### src/rtl/hub75_scan_ctrl_pkg.sv
// Shared types for the HUB75 row/bit-plane scan controller.
package hub75_scan_ctrl_pkg;

  // Shift/latch sequencer states. One pass through GO..NEXT handles one bit plane of one row.
  typedef enum logic [3:0] {
    ST_IDLE  = 4'd0,
    ST_GO    = 4'd1,
    ST_WAIT1 = 4'd2,
    ST_SWAIT = 4'd3,
    ST_TAIL  = 4'd4,
    ST_DWAIT = 4'd5,
    ST_BLANK = 4'd6,
    ST_LATCH = 4'd7,
    ST_NEXT  = 4'd8
  } scan_state_t;

endpackage

### src/rtl/hub75_bcm_timer.sv
// Binary-coded-modulation on-time timer. A load captures max(base,1) << plane and the timer
// then counts down one per cycle. o_busy is high for exactly the loaded number of cycles,
// starting the cycle after the load.
module hub75_bcm_timer #(
  parameter int LSB_W    = 8,
  parameter int N_PLANES = 8,
  parameter int PLANE_W  = (N_PLANES > 1) ? $clog2(N_PLANES) : 1
) (
  input  logic               clk,
  input  logic               rst,
  input  logic               i_load,
  input  logic [LSB_W-1:0]   i_base,
  input  logic [PLANE_W-1:0] i_plane,
  output logic               o_busy
);

  // Wide enough for the largest base shifted by the top plane, so the product never wraps.
  localparam int CNT_W = LSB_W + N_PLANES;

  logic [CNT_W-1:0] r_count;
  logic             r_busy;
  logic [LSB_W-1:0] w_base;
  logic [CNT_W-1:0] w_load_val;

  // A zero base would give a zero-length display slot, so it is promoted to one cycle.
  assign w_base     = (i_base == '0) ? LSB_W'(1) : i_base;
  assign w_load_val = CNT_W'(w_base) << i_plane;

  // Down-counter with a separate busy flag so the busy output comes straight from a flop.
  // NOTE: sequential state uses non-blocking assignments so every flop samples pre-edge values.
  always_ff @(posedge clk) begin
    if (rst) begin
      r_count <= '0;
      r_busy  <= 1'b0;
    end else if (i_load) begin
      r_count <= w_load_val;
      r_busy  <= 1'b1;
    end else if (r_busy) begin
      r_count <= r_count - CNT_W'(1);
      if (r_count == CNT_W'(1)) r_busy <= 1'b0;
    end
  end

  assign o_busy = r_busy;

endmodule

### src/rtl/hub75_scan_ctrl.sv
// HUB75 row/bit-plane scheduler. For every row it shifts each bit plane in turn, latches it
// into the panel and un-blanks for a binary-weighted time. The shift of the next plane runs
// while the current plane is displayed; the latch waits for the display slot to expire.
// Requires N_PLANES >= 2 and N_ROWS a power of two >= 2.
module hub75_scan_ctrl
  import hub75_scan_ctrl_pkg::*;
#(
  parameter int N_ROWS     = 32,
  parameter int N_PLANES   = 8,
  parameter int LSB_W      = 8,
  parameter int SHIFT_TAIL = 4,
  parameter int LOG_N_ROWS = $clog2(N_ROWS)
) (
  input  logic                  clk,
  input  logic                  rst,
  output logic [LOG_N_ROWS-1:0] hub75_addr,
  output logic                  hub75_le,
  output logic                  hub75_blank,
  output logic [N_PLANES-1:0]   shift_plane,
  output logic                  shift_go,
  input  logic                  shift_rdy,
  output logic [LOG_N_ROWS-1:0] ram_row_addr,
  output logic                  ram_buf_sel,
  input  logic                  cfg_enable,
  input  logic [LSB_W-1:0]      cfg_lsb_len,
  input  logic                  frame_swap_req,
  output logic                  frame_swap_ack,
  output logic                  frame_start
);

  localparam int PLANE_W = (N_PLANES > 1) ? $clog2(N_PLANES) : 1;
  localparam int TAIL_W  = $clog2(SHIFT_TAIL + 1);

  scan_state_t           r_state;
  logic [TAIL_W-1:0]     r_tail_cnt;
  logic [PLANE_W-1:0]    r_plane_idx;
  logic [N_PLANES-1:0]   r_plane_oh;
  logic [LOG_N_ROWS-1:0] r_row;
  logic [LOG_N_ROWS-1:0] r_addr;
  logic                  r_le;
  logic                  r_go;
  logic                  r_frame_start;
  logic                  r_ack;
  logic                  r_buf;

  logic w_timer_busy;
  logic w_timer_load;
  logic w_last_plane;
  logic w_last_row;

  assign w_last_plane = (r_plane_idx == PLANE_W'(N_PLANES - 1));
  assign w_last_row   = (r_row == LOG_N_ROWS'(N_ROWS - 1));
  // The timer is loaded while still pointing at the plane being latched; the advance happens in NEXT.
  assign w_timer_load = (r_state == ST_LATCH);

  hub75_bcm_timer #(
    .LSB_W    (LSB_W),
    .N_PLANES (N_PLANES),
    .PLANE_W  (PLANE_W)
  ) u_timer (
    .clk     (clk),
    .rst     (rst),
    .i_load  (w_timer_load),
    .i_base  (cfg_lsb_len),
    .i_plane (r_plane_idx),
    .o_busy  (w_timer_busy)
  );

  // Sequencer with registered outputs: each pulse is set on entry to the state it belongs to.
  always_ff @(posedge clk) begin
    if (rst) begin
      r_state       <= ST_IDLE;
      r_tail_cnt    <= '0;
      r_plane_idx   <= '0;
      r_plane_oh    <= N_PLANES'(1);
      r_row         <= '0;
      r_addr        <= '0;
      r_le          <= 1'b0;
      r_go          <= 1'b0;
      r_frame_start <= 1'b0;
      r_ack         <= 1'b0;
      r_buf         <= 1'b0;
    end else begin
      r_le          <= 1'b0;
      r_go          <= 1'b0;
      r_frame_start <= 1'b0;
      r_ack         <= 1'b0;

      case (r_state)
        ST_IDLE: begin
          if (cfg_enable && shift_rdy) begin
            r_state       <= ST_GO;
            r_go          <= 1'b1;
            r_frame_start <= (r_row == '0) && (r_plane_idx == '0);
          end
        end

        // Shifter's ready flag lags shift_go, so WAIT1 keeps SWAIT from seeing a stale high.
        ST_GO:    r_state <= ST_WAIT1;
        ST_WAIT1: r_state <= ST_SWAIT;

        ST_SWAIT: begin
          if (shift_rdy) begin
            r_state    <= ST_TAIL;
            r_tail_cnt <= '0;
          end
        end

        // Lets the shifter's output pipeline drain before the data is latched.
        ST_TAIL: begin
          if (r_tail_cnt == TAIL_W'(SHIFT_TAIL - 1)) r_state <= ST_DWAIT;
          else r_tail_cnt <= r_tail_cnt + TAIL_W'(1);
        end

        // The previous plane keeps its full on-time; the latch only happens once it expires.
        ST_DWAIT: begin
          if (!w_timer_busy) r_state <= ST_BLANK;
        end

        // Row address moves together with LE so the panel never shows new data on the old row.
        ST_BLANK: begin
          r_state <= ST_LATCH;
          r_le    <= 1'b1;
          r_addr  <= r_row;
        end

        ST_LATCH: r_state <= ST_NEXT;

        ST_NEXT: begin
          r_plane_oh <= {r_plane_oh[N_PLANES-2:0], r_plane_oh[N_PLANES-1]};
          if (w_last_plane) begin
            r_plane_idx <= '0;
            r_row       <= r_row + LOG_N_ROWS'(1);
          end else begin
            r_plane_idx <= r_plane_idx + PLANE_W'(1);
          end

          if (w_last_plane && w_last_row) begin
            // Frame boundary: the only place a buffer swap or a scan stop may happen.
            if (frame_swap_req) begin
              r_buf <= ~r_buf;
              r_ack <= 1'b1;
            end
            if (cfg_enable) begin
              r_state       <= ST_GO;
              r_go          <= 1'b1;
              r_frame_start <= 1'b1;
            end else begin
              r_state <= ST_IDLE;
            end
          end else begin
            r_state <= ST_GO;
            r_go    <= 1'b1;
          end
        end

        default: r_state <= ST_IDLE;
      endcase
    end
  end

  assign hub75_addr     = r_addr;
  assign hub75_le       = r_le;
  assign hub75_blank    = ~w_timer_busy;
  assign shift_plane    = r_plane_oh;
  assign shift_go       = r_go;
  assign ram_row_addr   = r_row;
  assign ram_buf_sel    = r_buf;
  assign frame_swap_ack = r_ack;
  assign frame_start    = r_frame_start;

endmodule
### config.mk
export PLATFORM = sky130hd
export DESIGN_NAME = hub75_scan_ctrl
export DESIGN_NICKNAME = d
export VERILOG_FILES = /design/src/rtl/hub75_scan_ctrl_pkg.sv /design/src/rtl/hub75_bcm_timer.sv /design/src/rtl/hub75_scan_ctrl.sv
export SDC_FILE = /design/constraint.sdc
export NUM_CORES = 1
export LEC_CHECK = 0
export BUFFER_PORTS_ARGS = -buffer_cell sky130_fd_sc_hd__buf_2
export CAP_MARGIN = 5
export CORE_UTILIZATION = 60
export CTS_BUF_LIST = sky130_fd_sc_hd__clkbuf_16
export CTS_CLUSTER_DIAMETER = 200
export DETAILED_ROUTE_END_ITERATION = 16
export PLACE_DENSITY = 0.93
export SYNTH_ARGS = -nofsm -noshare
export SYNTH_HDL_FRONTEND = slang
export SYNTH_SLANG_ARGS = --single-unit
### constraint.sdc
create_clock -name clk -period 4.6 [get_ports clk]
set_input_delay 0 -clock clk [delete_from_list [all_inputs] [get_ports clk]]
set_output_delay 0 -clock clk [all_outputs]
set_load 0.01 [all_outputs]
# [Yosys cells after proc, flatten, opt, wreduce, memory -nomap -nowiden]
# Cells that the tools add are included.
[totals] elab_cells=79 in_bits=13 output_inout_bits=24 register_bits=50
[op_classes] muxes=26 reduce_logical=14 n_addsub=4 shifts=1 eq_ne=17 bitwise_logic=4
[op_table] operator="one-hot mux 4 bit (9 select lines)" n=1
[op_table] operator="two-way mux 16 bit" n=2
[op_table] operator="two-way mux 4 bit" n=5
[op_table] operator="== test 16 x 1 -> 1 bit (second input constant)" n=1
[op_table] operator="== test 4 x 3 -> 1 bit (second input constant)" n=4
[op_table] operator="left shift 8 x 3 -> 16 bit" n=1
[op_table] operator="subtractor 16 x 1 -> 16 bit (second input constant)" n=1
[op_table] operator="two-way mux 1 bit" n=11
[op_table] operator="inequality test 2 bit (second input constant)" n=5
[op_table] operator="two-way mux 3 bit" n=3
[op_table] operator="== test 4 x 2 -> 1 bit (second input constant)" n=2
[op_table] operator="logical NOT 8 bit" n=1
[op_table] operator="two-way mux 8 bit" n=1
[op_table] operator="adder 3 x 1 -> 3 bit (second input constant)" n=2
[op_table] operator="one-hot mux 3 bit (2 select lines)" n=1
[op_table] operator="AND reduction 3 bit" n=2
[op_table] operator="adder 5 x 1 -> 5 bit (second input constant)" n=1
[op_table] operator="== test 5 bit (second input constant)" n=1
[op_table] operator="logical NOT 5 bit" n=1
[op_table] operator="== test 4 x 1 -> 1 bit (second input constant)" n=1
[op_table] operator="== test 4 bit (second input constant)" n=1
[op_table] operator="logical NOT 4 bit" n=1
[op_table] operator="inverter 1 bit" n=4
[op_table] operator="one-hot mux 1 bit (2 select lines)" n=2
[op_table] operator="8 further kinds" n=11

# [Longest topological paths before layout]
[logic_depth] ltp_word=4 mapped_depth=7 mapped_depth_nobuf=6

# [Cells and area by module]
# A second synthesis with hierarchy kept.
[hier_totals] hier_cells=343 hier_area_um2=2880.3
[by_module_without_submodules] module="hub75_scan_ctrl" area_per_inst_um2=1501.4 cells_each=172 n_inst=1 seq_area_each_um2=660.6
[by_module_without_submodules] module="hub75_bcm_timer" area_per_inst_um2=1378.8 cells_each=171 n_inst=1 seq_area_each_um2=340.3

# [Worst setup path after synthesis]
# OpenSTA, ideal clock, no wires.
[synth_path] path_kind="register to register" from="register r_tail_cnt[0]" to="register r_tail_cnt[2]" required_ns=4.472 arrival_time_ns=1.836 path_stages_with_launch=7 n_path_buf=0 slack_ns=2.637 period_less_slack_ns=1.963 setup_ns=0.128 path_cell_list="dfxtp_1 > ha_1 > ha_1 > or4b_2 > a21oi_1 > mux2i_1 > nor2_1"
[synth_between] elab_chain_cells=3 word_cells_on_any_way=6 cone_classes="add/sub (1); eq/ne (2); mux (2); reduce/logical (1)"
[synth_rtl] item="from (decl)" line_no="hub75_scan_ctrl.sv:35" rtl="logic [TAIL_W-1:0] r_tail_cnt;"
[synth_rtl] item="from (signal assigned)" line_no="hub75_scan_ctrl.sv:112" rtl="else r_tail_cnt <= r_tail_cnt + TAIL_W'(1);"
[synth_rtl] item="adder 3 x 1 -> 3 bit / == test 3 x 2 -> 1 bit (equally long branches)" line_no="hub75_scan_ctrl.sv:112, hub75_scan_ctrl.sv:111"
[synth_rtl] item="two-way mux 3 bit / inequality test 2 bit (equally long branches)"
[synth_rtl] item="one-hot mux 3 bit (2 select lines) / AND reduction 3 bit (equally long branches)"
# Parallel ways exist; a longest one is shown, timed or not. The select of a mux whose other input is x is not followed.
# A chain may end at the register's enable or synchronous reset.

# [Worst setup path after layout]
[layout_path] from="register r_plane_idx[0]" to="register u_timer.r_count[7]"
[layout_between] elab_chain_cells=2
[layout_rtl] item="from (decl)" line_no="hub75_scan_ctrl.sv:36" rtl="logic [PLANE_W-1:0] r_plane_idx;"
[layout_rtl] item="from (signal assigned)" line_no="hub75_scan_ctrl.sv:135" rtl="r_plane_idx <= r_plane_idx + PLANE_W'(1);"
[layout_rtl] item="left shift 8 x 3 -> 16 bit" line_no="hub75_bcm_timer.sv:27" rtl="assign w_load_val = CNT_W'(w_base) << i_plane;"
[layout_rtl] item="two-way mux 16 bit" line_no="hub75_bcm_timer.sv:35" rtl="end else if (i_load) begin"
[layout_rtl] item="to (signal assigned)" line_no="hub75_bcm_timer.sv:36" rtl="r_count <= w_load_val;"
[layout_rtl] item="to (signal assigned)" line_no="hub75_bcm_timer.sv:39" rtl="r_count <= r_count - CNT_W'(1);"
[layout_rtl] item="to (decl)" line_no="hub75_bcm_timer.sv:20" rtl="logic [CNT_W-1:0] r_count;"
# No other way between the ends.

==> results.md <==
* Final wirelength at 6479 um
* Area Overhead vs Synth at 12.50%
* Slew Limit Fails at 0
* Worst-Margin Slew at 0.7917 ns
* Pwr dens at 318.8 mW/mm2
* Yosys top cell by area: dfxtp_1
* WL met1 at 2819 um
* Detailed Routing Iterations Pass 1 at 5
* RSZ-0062 raised after global routing: no
* Crit path required time at 4.74 ns
* Worst R2R End: u_timer.r_count[7]$_SDFFE_PP0P_
* Final min period at 2.304 ns
* Vias/cell at 6.217
* Clk pin slew, worst setup/hold paths at 0.07 ns
* DRC viols at 0
* # IOs at 37
* R2r worst-path depth at 4
* Setup crit start: r_plane_idx[0]$_SDFFE_PP0P_
* Vias in the first global route at 2375
* CTS Buf Count at 5
* R2R Setup Slk at 2.30 ns
* Pin count of the biggest net entering global routing at 46
* Postcts setup bufs at 0
* Main combinational cell family by area after synthesis: simple AND/OR/NAND/NOR gates
* XOR/XNOR Fraction of Synth Area at 0.04151
* Crit end category: register
* Syn Area/Cell at 8.439 um2
* Hold Worst Slack at 0.01061 ns
* Number of synthesized flops with an enable pin at 0
* Post-cts gate resize count at 0
* Synth Area in Adders at 0.04562
* Final hold vios at 0
* Max-cap viol count at 0
* Async SR Flop Fraction at 0
* Hold_buf cts at 1
* Total number of vias at 2493
* Synth Instances at 325
* Slew HR at 0.4722
* Routability-driven placement congestion ratio at 0.9688
* R2r startpoint: r_plane_idx[0]$_SDFFE_PP0P_
* Syn Std Cell Area at 0.002743 mm2
* Die X at 69.61 um
* DRT iter0 DRCs at 163
* Top cell type's share of synthesized area at 0.3650
* Met2 routed WL at 3217 um
* CP Launch Type: register
* Grt ovf at 0
* # nets final at 371
* Setup CP Type: register to register
* Core Rows at 24
* Multiplexer share of the synthesized area at 0.07847
* Final period utilization at 0.5009
* Net Count, Synth at 348
* Total negative slack at 0 ns
* Leading cell types by total area after synthesis: dfxtp_1, mux2i_1, nand2_1
* Top layer in use: met4
* Crit-path slowest cell: dfxtp_1
* H-tree levels at 2
* Setup Skew at 0.005940 ns
* Clk sinks at 50
* Post-DP Area at 0.002909 mm2
* Max Buffers Root-to-Sink at 2
* Final setup viols at 0
* Metal3 WL at 328 um
* Arr. time, crit path at 2.45 ns
* Ys Warns at 0
* Initial antenna violation count at 0
* Outcome: completed
* CP peak stage delay at 0.78 ns
* Simple-Gate Fraction of Synth Area at 0.2628
* Crit-path cells: or4b_2, o21ai_2, o2bb2ai_1, a2111oi_0
* Total power at 0.0009838 W
* IO buf count at 36
* TritonCTS clock tree: yes
* Peak VDD IR at 0.1955 mV
* Starting Density at 0.6256
* Worst skew pair latency at 0.29 ns
* Post-route cell area at 0.003085 mm2
* Fmax achieved at 434.0 MHz
* DPL Wire Length at 4406 um
* CTS Root Buffer Type: clkbuf_16
* Die area at 0.004846 mm2
* Leak at 1.191 nW
* # diodes at 0
* First-pass GRT wire length at 10910 um
* Core area at 0.004384 mm2
* Post-synth cell types at 52
* Hold WC Path Type: primary input to register
* Post-synthesis sequential area ratio at 0.3650
* Largest fanout on the critical path at 17
* Top FF cell, synth: dfxtp_1
* #FFs+latches synth at 50
* Post-route antenna net violation count at 0
* Fillers at 326
* Gr usage total at 0.2790
* Layout cells sized above 1 at 0.1547
* Synth Area in Compound Gates at 0.1560
* WL per Instance at 16.16 um
* Die height at 69.61 um
* Critical path endpoint: u_timer.r_count[7]$_SDFFE_PP0P_
-- synth_stat cells, drive strengths merged, types with 2 or more instances --
master and count:
a211oi 7, and4 3, and3 4, o32ai 2
nor3b 2, nor2b 3, a32oi 3, a31oi 2
nand2 34, buf 5, a211o 2, nand4b 2
or4 4, clkbuf 17, dfxtp 50, ha 10
a311oi 2, o311a 2, nand3b 4, nor3 9
mux2i 17, nand3 12, o211ai 3, or3 4
nand2b 4, inv 14, o21ai 8, mux4 2
a21oi 22, nor4b 3, nor4 6, xnor2 5
o311ai 2, nor2 29, o22ai 3, xor2 8
or4b 4, and4b 2
-- logic make-up after synthesis --
family,Yosys count
adders and majority gates,10
xor gates and xnor gates,13
muxes,19
DFF,50
buffers and inverters,36
AOI/OAI and AO/OA,64
and+or+nand+nor,133
-- layout by cell type, fill, tap and decap left out, drive strengths merged, types with 4 or more instances in the layout --
| master | count |
|---|---|
| nor4 | 6 |
| a211oi | 7 |
| dfxtp | 50 |
| inv | 15 |
| or4b | 4 |
| o21ai | 8 |
| a21oi | 22 |
| xnor2 | 5 |
| or4 | 4 |
| clkbuf | 5 |
| buf | 37 |
| ha | 10 |
| or3 | 4 |
| nand2 | 34 |
| nand3 | 12 |
| nand3b | 4 |
| mux2i | 17 |
| xor2 | 8 |
| nor3 | 9 |
| nor2 | 29 |
| nand2b | 4 |
| and3 | 4 |
-- cell type report --
class / instances / area (um2) / area share
Inverter: 14 / 52.55 / 0.01703
Tap cell: 52 / 65.06 / 0.02109
Sequential cell: 50 / 1001 / 0.3244
Clock buffer: 5 / 125.1 / 0.04055
Clock inverter: 3 / 41.29 / 0.01338
Multi-Input combinational cell: 239 / 1603 / 0.5195
Timing Repair Buffer: 38 / 197.7 / 0.06407
-- per-stage QoR --
step           setup slack, ns  utilization  instances
6_report                 2.296       0.7038        401
3_3_place_gp             2.554       0.6635        392
2_1_floorplan            2.637            -        325
3_5_place_dp             2.474       0.6635        392
5_1_grt                  2.144       0.7038        401
4_1_cts                  2.305       0.7038        401
-- where the power goes --
part | total (W) | internal, W | switching, W | leakage [nW]
Sequential | 0.000473 | 0.000445 | 0.0000283 | 0.403
Combinational | 0.0000942 | 0.0000410 | 0.0000532 | 0.706
Clock | 0.000417 | 0.000255 | 0.000162 | 0.0812
-- worst max-delay path: cells and delay by family (launching register included) --
family,cells,cell delay (ns)
DFF,1,0.78
and+or+nand+nor,1,0.65
AOI/OAI and AO/OA,3,0.72
-- flip-flops by register name, summed over array words and instances (netlist names) --
signal,cells
frame_swap_ack,1
u_timer.o_busy,1
shift_plane,8
shift_go,1
r_tail_cnt,3
ram_row_addr,5
r_state,4
r_plane_idx,3
hub75_le,1
u_timer.r_count,16
ram_buf_sel,1
hub75_addr,5
frame_start,1
-- worst min path at each step --
stage,startpoint,endpoint,slack [ns],cells after the start
floorplan,cfg_enable,frame_start$_SDFF_PP0_,0.11,2
global placement,cfg_enable,frame_start$_SDFF_PP0_,0.27,3
detailed placement,cfg_enable,frame_start$_SDFF_PP0_,0.26,3
CTS,frame_swap_req,frame_swap_ack$_SDFF_PP0_,0.01,3
global route,frame_swap_req,frame_swap_ack$_SDFF_PP0_,0.02,3
finish,frame_swap_req,frame_swap_ack$_SDFF_PP0_,0.01,3
-- layer usage --
metal | vias to the layer above | GRT usage
li1 | 1230 | -
met1 | 1163 | 0.3383
met2 | 83 | 0.4736
met3 | 17 | 0.06977
met4 | 0 | 0.1111
met5 | - | 0
Power figures use the tool's default switching activity.
